File: src/rtl/pio_rx_tlp_decoder.sv
// ---------------------------------------------------------------------------
// pio_rx_tlp_decoder
//
// Receive side of the PIO endpoint. Takes 64-bit AXI-Stream TLPs from the
// PCIe core and decodes single-DW memory reads and writes.
//   - A memory write produces a single-cycle wr_en with its address, data and
//     byte enables.
//   - A memory read latches the header fields and produces a single-cycle
//     req_compl/req_rd_en pulse for the completion TX engine.
// The decoder holds m_axis_rx_tready low until the completion has been sent
// (compl_done) or the write has been committed (wr_busy low). Every other TLP
// is drained and counted in the saturating drop_cnt.
//
// Optional feature macro: PIO_RX_MEM64_EN
//   When defined, 4DW MRd64/MWr64 TLPs are also decoded. Beat1 carries
//   {addr_lo, addr_hi}, and the upper address DW is discarded. MWr64 takes its
//   write data from beat2. When undefined, 4DW TLPs are dropped like any other
//   unsupported type.
//
// Ports
//   clk, rst_n            core clock, synchronous active-low reset
//   m_axis_rx_*           AXIS TLP input (tkeep ignored, 1-DW payloads only)
//   req_compl/_wd         read accepted, completion with data required
//   compl_done            completion sent by the TX engine
//   req_tc/td/ep/attr     header TC, TD, EP and Attr of the last beat0
//   req_len/rid/tag/be    header Length, requester ID, tag and {last, first} BE
//   req_addr, req_rd_en   read byte address and single-cycle memory read strobe
//   wr_addr/data/be/en    write address, data, byte enables and strobe
//   wr_busy               target memory is still committing a write
//   drop_cnt              saturating count of discarded TLPs
//
// TCQ is kept for interface compatibility. Registered assignments carry no
// modelled delay.
// ---------------------------------------------------------------------------
module pio_rx_tlp_decoder #(
    parameter int C_DATA_WIDTH = 64,
    parameter int KEEP_WIDTH   = C_DATA_WIDTH / 8,
    parameter int TCQ          = 1
) (
    input  logic                    clk,
    input  logic                    rst_n,
    input  logic [C_DATA_WIDTH-1:0] m_axis_rx_tdata,
    input  logic [KEEP_WIDTH-1:0]   m_axis_rx_tkeep,
    input  logic                    m_axis_rx_tlast,
    input  logic                    m_axis_rx_tvalid,
    output logic                    m_axis_rx_tready,
    output logic                    req_compl,
    output logic                    req_compl_wd,
    input  logic                    compl_done,
    output logic [2:0]              req_tc,
    output logic                    req_td,
    output logic                    req_ep,
    output logic [1:0]              req_attr,
    output logic [9:0]              req_len,
    output logic [15:0]             req_rid,
    output logic [7:0]              req_tag,
    output logic [7:0]              req_be,
    output logic [31:0]             req_addr,
    output logic                    req_rd_en,
    output logic [31:0]             wr_addr,
    output logic [31:0]             wr_data,
    output logic [7:0]              wr_be,
    output logic                    wr_en,
    input  logic                    wr_busy,
    output logic [7:0]              drop_cnt
);

    typedef enum logic [2:0] {
        S_IDLE,
        S_RD_QW1,
        S_WR_QW1,
        S_WAIT_CPL,
        S_WAIT_WR,
`ifdef PIO_RX_MEM64_EN
        S_WR_QW2,
`endif
        S_DRAIN
    } state_t;

    state_t      r_state;
    logic        r_tready;
    logic        r_req_compl;
    logic        r_req_compl_wd;
    logic        r_req_rd_en;
    logic [2:0]  r_req_tc;
    logic        r_req_td;
    logic        r_req_ep;
    logic [1:0]  r_req_attr;
    logic [9:0]  r_req_len;
    logic [15:0] r_req_rid;
    logic [7:0]  r_req_tag;
    logic [7:0]  r_req_be;
    logic [31:0] r_req_addr;
    logic [31:0] r_wr_addr;
    logic [31:0] r_wr_data;
    logic [7:0]  r_wr_be;
    logic        r_wr_en;
    logic [7:0]  r_drop_cnt;
`ifdef PIO_RX_MEM64_EN
    logic        r_is64;
`endif

    logic        w_accept;
    logic [6:0]  w_fmt_type;
    logic        w_len_one;
    logic        w_is_rd;
    logic        w_is_wr;
    logic        w_unused;

    assign w_accept   = m_axis_rx_tvalid & r_tready;
    assign w_fmt_type = m_axis_rx_tdata[30:24];
    assign w_len_one  = (m_axis_rx_tdata[9:0] == 10'd1);

`ifdef PIO_RX_MEM64_EN
    assign w_is_rd = w_len_one & ((w_fmt_type == 7'b00_00000) | (w_fmt_type == 7'b01_00000));
    assign w_is_wr = w_len_one & ((w_fmt_type == 7'b10_00000) | (w_fmt_type == 7'b11_00000));
`else
    assign w_is_rd = w_len_one & (w_fmt_type == 7'b00_00000);
    assign w_is_wr = w_len_one & (w_fmt_type == 7'b10_00000);
`endif

    // Byte qualifiers carry no information for single-DW payloads.
    assign w_unused = (^m_axis_rx_tkeep) ^ (TCQ != 0);

    // Strobes default low every cycle so they can only ever last one cycle.
    // tready is registered. It is cleared when entering a wait state and set
    // again on the same edge that returns to IDLE, so the next beat0 can be
    // accepted in the very first IDLE cycle.
    always_ff @(posedge clk) begin
        if (!rst_n) begin
            r_state        <= S_IDLE;
            r_tready       <= 1'b0;
            r_req_compl    <= 1'b0;
            r_req_compl_wd <= 1'b0;
            r_req_rd_en    <= 1'b0;
            r_req_tc       <= '0;
            r_req_td       <= 1'b0;
            r_req_ep       <= 1'b0;
            r_req_attr     <= '0;
            r_req_len      <= '0;
            r_req_rid      <= '0;
            r_req_tag      <= '0;
            r_req_be       <= '0;
            r_req_addr     <= '0;
            r_wr_addr      <= '0;
            r_wr_data      <= '0;
            r_wr_be        <= '0;
            r_wr_en        <= 1'b0;
            r_drop_cnt     <= '0;
`ifdef PIO_RX_MEM64_EN
            r_is64         <= 1'b0;
`endif
        end else begin
            r_req_compl <= 1'b0;
            r_req_rd_en <= 1'b0;
            r_wr_en     <= 1'b0;
            case (r_state)
                S_IDLE: begin
                    r_tready <= 1'b1;
                    if (w_accept) begin
                        r_req_tc   <= m_axis_rx_tdata[22:20];
                        r_req_td   <= m_axis_rx_tdata[15];
                        r_req_ep   <= m_axis_rx_tdata[14];
                        r_req_attr <= m_axis_rx_tdata[13:12];
                        r_req_len  <= m_axis_rx_tdata[9:0];
                        r_req_rid  <= m_axis_rx_tdata[63:48];
                        r_req_tag  <= m_axis_rx_tdata[47:40];
                        r_req_be   <= m_axis_rx_tdata[39:32];
`ifdef PIO_RX_MEM64_EN
                        r_is64     <= w_fmt_type[5];
`endif
                        // A read/write ending on beat0 is truncated and dropped.
                        if (w_is_rd && !m_axis_rx_tlast) begin
                            r_state <= S_RD_QW1;
                        end else if (w_is_wr && !m_axis_rx_tlast) begin
                            r_state <= S_WR_QW1;
                        end else begin
                            if (r_drop_cnt != 8'hFF) begin
                                r_drop_cnt <= r_drop_cnt + 8'd1;
                            end
                            if (!m_axis_rx_tlast) begin
                                r_state <= S_DRAIN;
                            end
                        end
                    end
                end
                S_RD_QW1: begin
                    if (w_accept) begin
`ifdef PIO_RX_MEM64_EN
                        r_req_addr <= r_is64 ? {m_axis_rx_tdata[63:34], 2'b00}
                                             : {m_axis_rx_tdata[31:2], 2'b00};
`else
                        r_req_addr <= {m_axis_rx_tdata[31:2], 2'b00};
`endif
                        r_req_compl    <= 1'b1;
                        r_req_rd_en    <= 1'b1;
                        r_req_compl_wd <= 1'b1;
                        r_tready       <= 1'b0;
                        r_state        <= S_WAIT_CPL;
                    end
                end
                S_WR_QW1: begin
                    if (w_accept) begin
                        r_wr_be <= r_req_be;
`ifdef PIO_RX_MEM64_EN
                        if (r_is64) begin
                            r_wr_addr <= {m_axis_rx_tdata[63:34], 2'b00};
                            r_state   <= S_WR_QW2;
                        end else begin
                            r_wr_addr <= {m_axis_rx_tdata[31:2], 2'b00};
                            r_wr_data <= m_axis_rx_tdata[63:32];
                            r_wr_en   <= 1'b1;
                            r_tready  <= 1'b0;
                            r_state   <= S_WAIT_WR;
                        end
`else
                        r_wr_addr <= {m_axis_rx_tdata[31:2], 2'b00};
                        r_wr_data <= m_axis_rx_tdata[63:32];
                        r_wr_en   <= 1'b1;
                        r_tready  <= 1'b0;
                        r_state   <= S_WAIT_WR;
`endif
                    end
                end
`ifdef PIO_RX_MEM64_EN
                S_WR_QW2: begin
                    if (w_accept) begin
                        r_wr_data <= m_axis_rx_tdata[31:0];
                        r_wr_en   <= 1'b1;
                        r_tready  <= 1'b0;
                        r_state   <= S_WAIT_WR;
                    end
                end
`endif
                S_WAIT_CPL: begin
                    if (compl_done) begin
                        r_tready <= 1'b1;
                        r_state  <= S_IDLE;
                    end
                end
                S_WAIT_WR: begin
                    // The memory cannot raise wr_busy before it has seen
                    // wr_en, so busy is only trusted after the strobe cycle.
                    if (!r_wr_en && !wr_busy) begin
                        r_tready <= 1'b1;
                        r_state  <= S_IDLE;
                    end
                end
                S_DRAIN: begin
                    if (w_accept && m_axis_rx_tlast) begin
                        r_state <= S_IDLE;
                    end
                end
                default: begin
                    r_tready <= 1'b1;
                    r_state  <= S_IDLE;
                end
            endcase
        end
    end

    assign m_axis_rx_tready = r_tready;
    assign req_compl        = r_req_compl;
    assign req_compl_wd     = r_req_compl_wd;
    assign req_rd_en        = r_req_rd_en;
    assign req_tc           = r_req_tc;
    assign req_td           = r_req_td;
    assign req_ep           = r_req_ep;
    assign req_attr         = r_req_attr;
    assign req_len          = r_req_len;
    assign req_rid          = r_req_rid;
    assign req_tag          = r_req_tag;
    assign req_be           = r_req_be;
    assign req_addr         = r_req_addr;
    assign wr_addr          = r_wr_addr;
    assign wr_data          = r_wr_data;
    assign wr_be            = r_wr_be;
    assign wr_en            = r_wr_en;
    assign drop_cnt         = r_drop_cnt;

endmodule

File: config.mk
export PLATFORM = sky130hd
export DESIGN_NAME = pio_rx_tlp_decoder
export DESIGN_NICKNAME = d
export VERILOG_FILES = /design/src/rtl/pio_rx_tlp_decoder.sv
export SDC_FILE = /design/constraint.sdc
export NUM_CORES = 1
export LEC_CHECK = 0
export CORE_ASPECT_RATIO = 0.6
export CORE_MARGIN = 2
export CORE_UTILIZATION = 30
export CTS_CLUSTER_DIAMETER = 100
export DETAILED_ROUTE_END_ITERATION = 16
export PLACE_DENSITY_LB_ADDON = 0.05
export SYNTH_ARGS = -nofsm -noshare
export SYNTH_HDL_FRONTEND = slang
export SYNTH_SLANG_ARGS = --single-unit
File: constraint.sdc
create_clock -name clk -period 3.5 [get_ports clk]
set_input_delay 0.7 -clock clk [delete_from_list [all_inputs] [get_ports clk]]
set_output_delay 0.7 -clock clk [all_outputs]
set_load 0.03 [all_outputs]
Word-level counts from Yosys, hierarchy flattened:

Cells that the tools add are included.

* divide/modulo/power cells: 0
* equal/unequal tests: 16
* muxes and demuxes: 15
* add/sub/neg operators: 1
* multiply operators: 0
* order comparisons: 0
* shift operators: 0
* bitwise gates (word level): 6
* reductions and logical operators: 18

Operators with widths (count)
* 3-bit 2-to-1 mux: 9
* 3-bit case mux with 6 select lines: 1
* 2-bit != test (second input constant): 6
* 10-bit by 1-bit equality test with 1-bit output (second input constant): 1
* 2-bit AND reduction: 5
* 8-bit by 1-bit adder with 8-bit output (second input constant): 1
* 8-bit != test (second input constant): 1
* 7-bit equality test (second input constant): 1
* 7-bit zero test: 1
* 7-bit AND reduction: 1
* 3-bit by 2-bit equality test with 1-bit output (second input constant): 2
* 3-bit equality test (second input constant): 2
* 5-bit AND reduction: 1
* 1-bit logical AND: 4
* 1-bit 2-to-1 mux: 4
* 4-bit != test (second input constant): 1
* 1-bit case mux with 4 select lines: 1
* 4-bit AND reduction: 1
* 1-bit AND: 3
* 3-bit by 1-bit equality test with 1-bit output (second input constant): 1
* 1-bit zero test: 3
* 3-bit zero test: 1
* 1-bit NOT: 3
* 2-bit by 1-bit != test with 1-bit output (second input constant): 1
* 2-bit OR reduction: 1

* input port bits: 78
* memories kept: 0
* latch bits: 0
* bits in registers: 164
* output and inout port bits: 166
* memory bits (read-only): 0
* RAM bits: 0

Longest topological paths before layout:

Gate-level depths: netlist (run 1).

* word-level depth: 7
* depth in mapped cells: 7
* gate-level depth less buffers: 6

Worst setup path before layout (run 1):

OpenSTA, ideal clock, no wires.

* path type: flip-flop to flip-flop
* start: reg r_drop_cnt[0] (netlist: drop_cnt[0])
* end: reg r_drop_cnt[2] (netlist: drop_cnt[2])
* setup slack: 1.642 ns
* stages on the path, launching flop included: 8
* arrival: 1.787 ns
* period minus slack after synthesis: 1.858 ns
* cell sequence: dfxtp_1 > ha_1 > and3_1 > a211oi_2 > o21ai_2 > buf_2 > or3_1 > a21oi_1

* cells in the longest elaborated chain, start to end: 2
* elaborated cells on any way between the ends: 3
* classes of those cells: add/sub: 1; eq/ne: 1; reduce/logical: 1

RTL lines
* start, declared: RTL line 98 `logic [7:0] r_drop_cnt;`
* start signal, assigned: RTL line 179 `r_drop_cnt <= r_drop_cnt + 8'd1;`
* parallel branches: the longest is 2 deep, another holds 8-bit by 1-bit adder with 8-bit output

Several ways; the timed one is not identified.
A chain may end at the register's enable or synchronous reset.

Worst setup path after layout (run 1):

* start: in m_axis_rx_tdata[8]
* end: reg r_state[0]

* cells in the longest elaborated chain, start to end: 7
* elaborated cells on any way between the ends: 11
* classes of those cells: eq/ne: 2; mux: 4; bitwise: 2; reduce/logical: 3

RTL lines
* start, declared: RTL line 42 `input logic [C_DATA_WIDTH-1:0] m_axis_rx_tdata,`
* 10-bit by 1-bit equality test with 1-bit output (*): RTL line 112 `assign w_len_one = (m_axis_rx_tdata[9:0] == 10'd1);`
* 1-bit AND: RTL line 119 `assign w_is_wr = w_len_one & (w_fmt_type == 7'b10_00000);`
* 1-bit logical AND: RTL line 175 `end else if (w_is_wr && !m_axis_rx_tlast) begin`
* 3-bit 2-to-1 mux: RTL line 175
* 3-bit 2-to-1 mux: RTL line 173 `if (w_is_rd && !m_axis_rx_tlast) begin`
* 3-bit 2-to-1 mux: RTL line 160 `if (w_accept) begin`
* 3-bit case mux with 6 select lines: RTL line 157 `case (r_state)`
* end signal, assigned: RTL line 174 `r_state <= S_RD_QW1;`
* end signal, assigned: RTL line 176 `r_state <= S_WR_QW1;`
* end signal, assigned: RTL line 182 `r_state <= S_DRAIN;`
* end, declared: RTL line 80 `state_t r_state;`

Every way passes the cells marked *; elsewhere a longest branch is shown, timed or not. The select of a mux whose other input is x is not followed.

==> results of run 1 <==
[layer usage]
layer  vias up  share of wire  GRT usage
li1       2877              -          -
met1      2553           0.52      0.284
met2       165           0.38      0.243
met3         6          0.093     0.0837
met4         0         0.0049     0.0466
met5         -              0          0
[critical path: stages]
cell             delay (ps)
clkdlybuf4s50_1         570
nor4_1                  570
buf_4                   220
nand4_1                 240
nor2_1                  290
a21oi_1                 100
o221a_2                 250
[how the worst max path moves through the flow]
stage | cells after the start | startpoint | to
5_1_grt | 7 | m_axis_rx_tdata[8] | r_state[0]
3_5_place_dp | 7 | m_axis_rx_tdata[8] | r_state[0]
3_3_place_gp | 7 | m_axis_rx_tdata[8] | r_state[0]
2_1_floorplan | 7 | drop_cnt[0] | drop_cnt[2]
6_report | 7 | m_axis_rx_tdata[8] | r_state[0]
4_1_cts | 7 | m_axis_rx_tdata[8] | r_state[0]
[cells by family after synthesis]
logic type	after synthesis
adder cells (fa/ha/maj)	1
buffers and inverters	63
other	1
XOR/XNOR	2
flip-flops	164
AND/OR/NAND/NOR	342
AO/OA/AOI/OAI	180
[layout make-up]
| type | instances | area (um^2) | area share |
|---|---|---|---|
| well taps | 266 | 333 | 0.0368 |
| clock buffers | 21 | 450 | 0.0498 |
| clock inverters | 10 | 83.8 | 0.00927 |
| repair buffers | 243 | 2460 | 0.273 |
| multi-input cells | 529 | 2410 | 0.266 |
| inverters | 5 | 21.3 | 0.00235 |
| flip-flops and latches | 164 | 3280 | 0.363 |
[report_power, final]
| group | total, mW | internal, mW | switching, mW |
|---|---|---|---|
| clock network | 1.73 | 0.988 | 0.746 |
| registers | 2.16 | 2.03 | 0.125 |
| logic | 1.33 | 0.515 | 0.812 |
[cell usage after synthesis (2+ instances only)]
library cell,instances
buf_2,9
clkinv_1,2
or4_1,3
inv_1,3
nor4_1,2
or3_1,4
buf_4,5
clkbuf_1,43
nor2_1,11
nand3_1,4
a21oi_1,161
nand2_1,303
nor3_1,3
or2_2,2
o31ai_1,3
dfxtp_1,164
o21ai_0,5
a31oi_1,2
nand4_1,3
xor2_1,2
[sequential cells by signal (all words and copies together), names as in the netlist, 2 cells and up]
register	flops
drop_cnt	8
r_state	3
req_addr	30
req_attr	2
req_be	8
req_len	10
req_rid	16
req_tag	8
req_tc	3
wr_addr	30
wr_be	8
wr_data	32
==> results list, run 1 <==
- Outcome: finished clean
* Fraction of the mapped netlist area in adder cells: 0.00211
- Across the run, the number of max-cap violations was 0.
- At the pin with the least slew margin, the transition time is approximately 640 ps.
- The endpoint identified for the worst register-to-register timing path is wr_data[29].
* Mux cell area share after synthesis: 0
* Setup tns final: 0 ps
- Fraction of final layout cells sized beyond drive strength 1: 0.0535
- Counting instances, the worst hold path has a depth of 2.
- TritonCTS built the clock tree.
- The initial antenna violation count was 0.
* Die outline height: 113 um
- For the final database, setup skew stands at 9.07 ps.
- Setup repair after global routing left no endpoint under its margin.
- Area leader, netlist: dfxtp_1
- The first global-routing pass estimated slightly above 30 mm of wire.
- From left edge to right edge, the die measures between 150 and 200 um.
- For this configuration, the core starts out at a cell density of 0.309.
* Row count: 39
- Area fraction in and, or, nand and nor cells after synthesis: 0.234
- TritonCTS buffer count: 17
- The startpoint identified for the worst hold timing path is req_rid[8].
* Overall die area: 20900 um^2
* Count of endpoints failing hold in the final timing report: 0
- Min Clock Period, post-route: between 2000 and 3000 ps
- Ratio of total power to cell area: approximately 580 nW/um^2
* Final setup margin: between 800 and 900 ps
- Netlist area before placement: 5930 um^2
* Input/output buffers: roughly 230
- Iteration count of the initial detailed-routing pass: 5
- In the routed layout, each cell is associated on average with a via count of between 4 and 5.
* Worst slack, placed: 486 ps
* GRT Residual Overflow: 0
- Largest cells by area after synthesis: dfxtp_1 55%, nand2_1 19%, a21oi_1 14%
* Final Non-Filler Cells: ~1200
- Gates resized during post-CTS repair numbered 0.
- Clock H-tree levels: 4
- After legalization and detailed placement, the total HPWL measured between 10 and 15 mm.
- The library cell used most frequently in the layout, excluding fill and tap cells, is nand2_1.
* DRC: 0
* # hold bufs at CTS: 0
* Top-area cell type share of the netlist area: 0.554
* Setup fix buffers added after clock tree synthesis: 0
- Post-layout utilization of the core: 0.472
- Post-Route WL: around 20 mm
* Arrival time worst endpoint: 2960 ps
- Final-stage net count: 1039
* Most used cells in the layout excluding fill and tap cells: 303 x nand2_1, 231 x clkdlybuf4s50_1, 164 x dfxtp_1
* Sequential-to-total area share from yosys stat: 0.554
- In this run, placement finished with an instance count of ~1200.
* Worst R2R Path Depth: 5
* Post-Syn Area per Cell: about 8 um^2
- Main flop type after synthesis: dfxtp_1
* Proportion of register bits with asynchronous set or reset after synthesis: 0
- Clock insertion delay at the later pin of the skew report: about 420 ps
- After clock tree synthesis, the clock-pin slew on the worst setup and hold paths is ~60 ps.
* Cell area after placement: about 8500 um^2
* Critical Path Source Type: primary input
- The tightest hold path in the finished design has a slack of about 450 ps.
- Main combinational cell family by area after synthesis: simple AND/OR/NAND/NOR gates
* Drt first-iter violations: 299
- Post-Layout Inst Area: about 9000 um^2
* Xor and xnor fraction of the mapped netlist area: 0.00296
- Count of filler cells inserted in the layout: ~1900
- After synthesis the netlist holds a flip-flop and latch count of between 150 and 200.
* Diodes inserted: 0
* Ys Warns: 0
* Largest vdd supply drop: 0.000313 V
- Worst reg-to-reg setup slack: 1280 ps
- Entering global routing, the biggest net connects 85 pins.
- Start-to-end type of the worst setup path: primary input to register
* Fraction of the mapped netlist area in compound gates: 0.160
- Setup violations remaining at the end of the flow were counted as 0.
- Synthesis produced approximately 750 cells.
- Power Total: between 5 and 6 mW
- The count of nets left with antenna violations once routing finished came out at 0.
* Post-synthesis to final-layout area growth: 52.6%
* Count of clock tree sinks: between 150 and 200
- Weighted congestion at the end of routability-driven global placement: about 0.75
* Via count of the first global-routing pass: ~5300
- In the global route stage, overall resource usage came out at 0.190.
- No sink is reached through more buffers than the 2 on the longest clock path.
- Distinct cells, synth: 39
* Startpoint of the lowest-slack register-to-register path: r_state[1]
- In this run the worst path has a maximum fanout of 4.
- The path with the worst hold slack has its endpoint at req_rid[8].
* Class of the most critical hold timing path: register to register
* Per-cell routed wire length: approximately 16 um
- Of the available clock period, the critical path in the final layout requires 0.756.
- Summed over all cells, the static leakage comes to 2.99 nW.
- Final max-slew violation count: 0
- Sort of element at the end of the critical path: register
- Via count: roughly 5600
* Slew Limit Headroom: 0.576
* Clock root buffer: clkbuf_16
- The floorplan step defined a core boundary enclosing around 19000 um^2.
* # IOs: 244
- In this run, synthesis inferred 0 flip-flops with an integrated enable.
- STA puts the critical path data required time at ~3800 ps.
- Max Clk Rate: 0.378 GHz
Power figures use the tool's default switching activity.
==> inputs of run 2 (changes only) <==
==> constraint.sdc (replaced) <==
create_clock -name clk -period 2.2 [get_ports clk]
set_input_delay 0.44 -clock clk [delete_from_list [all_inputs] [get_ports clk]]
set_output_delay 0.44 -clock clk [all_outputs]
set_load 0.03 [all_outputs]
==> run 2 against run 1 <==
Against the previous run:
- cell area up 3.3%
- non-clock buffer count up 25
- clock power up 74%
- global-route usage about the same
- critical path depth is 6 lower
- register-to-register slack lost 1000 ps
- clock skew shrank 2.2 ps
- cell count increased by 2.0%
- die area did not move
- critical endpoint is now drop_cnt[3]
==> results list, run 2 (synthesized netlist as in run 1, its figures left out) <==
- The detailed-routed wire length on met3 was 1.82 mm (was 1.84 mm).
* Count of clock tree sinks: 164 (unchanged)
- The global-route wire length before repair came to 30.5 mm (was 30.4 mm).
* Most used cells in the layout excluding fill and tap cells: 303 x nand2_1, 230 x clkdlybuf4s50_1, 164 x dfxtp_1 (was 303 x nand2_1, 231 x clkdlybuf4s50_1, 164 x dfxtp_1)
- Post-synthesis to final-layout area growth: 57.7% (was 52.6%)
* Iteration count of the initial detailed-routing pass: 5 (unchanged)
* Sw Pwr: 2.72 mW (was 1.68 mW)
* Overall die area: 20900 um^2 (unchanged)
- The clock network fraction of total power was 0.347 (was 0.332).
- The final setup skew was 6.83 ps (was 9.07 ps).
- The power share of the combinational group was 0.258 (was 0.254).
- Post-CTS clock slew at the launch and capture registers of the worst setup and hold paths: 60 ps (about the same)
- The maximum number of pins on one net before global-route repair is 50 (was 85).
- The H-tree level count came to 4 (unchanged).
- Die X: 185 um (unchanged)
- Row count: 39 (unchanged)
- Flip-flop and latch area: 3280 um^2 (unchanged)
- Drt first-iter violations: 362 (was 299)
* Worst Path Required: 1760 ps (was 3810 ps)
- Weighted congestion at the end of routability-driven global placement: 0.764 (was 0.748)
- Arrival time worst endpoint: 1590 ps (was 2960 ps)
- The setup slack of the critical path after layout is 172 ps (was 853 ps).
* Leading cell type in the layout, fill and taps excluded: nand2_1 (unchanged)
- Die outline height: 113 um (unchanged)
* Ordered cell list for the critical path: clkdlybuf4s50_1 (was clkdlybuf4s50_1 -> nor4_1 -> buf_4 -> nand4_1 -> nor2_1 -> a21oi_1 -> o221a_2)
* RSZ-0062 raised after global routing: false (unchanged)
* Area of the multi-input gates: 2410 um^2 (unchanged)
- The clock tree from TritonCTS is done (unchanged).
* Per-cell routed wire length: 15.7 um (was 16.0 um)
- Final Non-Filler Cells: 1263 (was 1238)
- The final count of negative-setup-slack endpoints is 0 (unchanged).
* Uppermost metal layer occupied by signal nets: met4 (unchanged)
* Ratio of total power to cell area: 927 nW/um^2 (was 577 nW/um^2)
* Static power due to leakage: 3.17 nW (was 2.99 nW)
- The number of buffers on the longest clock path is 2 (unchanged).
- The final hold slack is 452 ps (was 454 ps).
- The top-level port count is 244 (unchanged).
- The total grt overflow is 0 (unchanged).
- Via count: 5699 (was 5601)
- Dividing the final minimum period by the clock period gives 0.922.
* DRC: 0 (unchanged)
* Setup fix buffers added after clock tree synthesis: 0 (unchanged)
* Sort of element at the end of the critical path: primary output (was register)
- The number of nets with antenna violations after detailed routing was 0 (unchanged).
- The final max-slew violation count came to 0 (unchanged).
* Cell area after placement: 8760 um^2 (was 8510 um^2)
- The global-route usage over all layers is 0.190 (about the same).
- Count of endpoints failing hold in the final timing report: 0 (unchanged)
* Internal Pwr Total: 5.95 mW (was 3.53 mW)
- The count of filler cells inserted in the layout came to 1898 (was 1907).
- The insertion delay of the later-clocked pin in the worst-skew pair was 420 ps (about the same).
- The number of CTS-inserted buffers was 17 (unchanged).
* Switching share of total power: 0.314 (was 0.323)
- The flip-flop count of the largest register, all copies and words added came to 32 (unchanged).
- Worst slack, placed: -245 ps (was 486 ps)
* HPWL after detailed placement: 13.8 mm (was 13.0 mm)
- The count of buffering cells on the critical path with inverters included was 1 (was 2).
- The effective utilization at floorplan is 0.309 (unchanged).
- The met1 layer wirelength in the final routing was 10.1 mm (was 10.2 mm).
* Biggest fanout along the worst timing path: 8 (was 4)
- Instance count after placement with tap cells included: 1232 (was 1207)
- The number of vias per cell after detailed routing came to 4.51 (was 4.52).
- Max Clk Rate: roughly 0.49 GHz
- The class of the tightest hold or removal check was register to register (unchanged).
- Start-to-end type of the worst setup path: register to primary output (was primary input to register)
- The final core utilization was 0.487 (was 0.472).
- The fraction of layout cells with a size suffix above 1 was 0.0772 (was 0.0535).
- Diodes inserted: 0 (unchanged)
- Via count of the first global-routing pass: 5336 (was 5263)
* Slowest cell on crit path: clkdlybuf4s50_1 (unchanged)
* Initial antenna violation count: 0 (unchanged)
* CP peak stage delay: 720 ps (was 570 ps)
- Met2 layer wire length in the routed design: 7.83 mm (was 7.58 mm)
- The highest ir drop seen on vdd came to 0.000510 V (was 0.000313 V).
- # hold bufs at CTS: 0 (unchanged)
* Fraction of power consumed by sequential logic: 0.395 (was 0.413)
- Final-stage net count: 1064 (was 1039)
* Cell family with most CP delay: buffers and inverters (was simple AND/OR/NAND/NOR gates)
- Core region area: 19200 um^2 (unchanged)
* Post-Layout Inst Area: 9340 um^2 (was 9040 um^2)
- The clock root buffer master was clkbuf_16 (unchanged).
* Input/output buffers: 231 (unchanged)
* Outcome: finished clean (unchanged)
- Post-Route WL: 19.9 mm (was 19.8 mm)
- Number of max-cap violations: 0 (unchanged)
- Critical Path Source Type: register (was primary input)
- After layout, the minimum clock period comes to 2030 ps.
## run 2: changes by cell type in the layout (fill, tap and decap cells not counted)
cell	delta
buf_12	+5
clkinvlp_4	-1
bufinv_16	+2
buf_4	+20
clkdlybuf4s50_1	-1
clkinv_2	-1
dlymetal6s2s_1	+1
## run 2: worst min-delay path, stage by stage (launching register included)
cell and delay, ps:
dfxtp_1 310, nand2_1 50, a21oi_1 50
## run 2: cell type report
type	count	area share
clock buffer	21	0.0482
clock inverter	10	0.0141
sequential	164	0.351
tap	266	0.0356
multi-input combinational	529	0.258
inverter	5	0.00228
timing repair buffer	268	0.291
## run 2: timing repair
item                                   in CTS  in global routing
endpoints found under the hold margin       0                  0
gates resized for setup                     0                  1
setup endpoints to repair                   0                  1
## run 2: power groups by stage
stage	logic (mW)	registers, mW	clock network (mW)
floorplan	0.781	3.90	0
global placement	2.27	3.49	0
detailed placement	2.26	3.49	0
CTS	2.27	3.43	3.09
global route	2.41	3.46	3.21
finish	2.24	3.42	3.01
## run 2: final timing paths
check                   start           to  slack, ps  depth (start not counted)
setup / recovery  drop_cnt[3]  drop_cnt[3]        170                          1
hold / removal     req_len[4]   req_len[4]        450                          2
setup reg to reg  drop_cnt[0]  drop_cnt[5]        270                          7
hold reg to reg    req_len[4]   req_len[4]        450                          2
## run 2: through the flow
step | TNS (ps) | total power, mW
floorplan | 0 | 4.68
global placement | -2750 | 5.76
detailed placement | -2310 | 5.74
CTS | 0 | 8.78
global route | 0 | 9.09
finish | 0 | 8.67
## run 2: routing by layer
layer,up-vias,global-route usage
met3,11,0.0756
li1,2917,-
met5,-,0
met4,0,0.0519
met1,2627,0.285
met2,144,0.246
==> inputs of run 3 (changes only) <==
--- a/config.mk
+++ b/config.mk
@@ -5,6 +5,7 @@
 export SDC_FILE = /design/constraint.sdc
 export NUM_CORES = 1
 export LEC_CHECK = 0
+export ABC_CLOCK_PERIOD_IN_PS = 2200
 export CORE_ASPECT_RATIO = 0.6
 export CORE_MARGIN = 2
 export CORE_UTILIZATION = 30
==> results of run 3 <==
No change in the layout: final DEF, timing and power equal those of run 2.
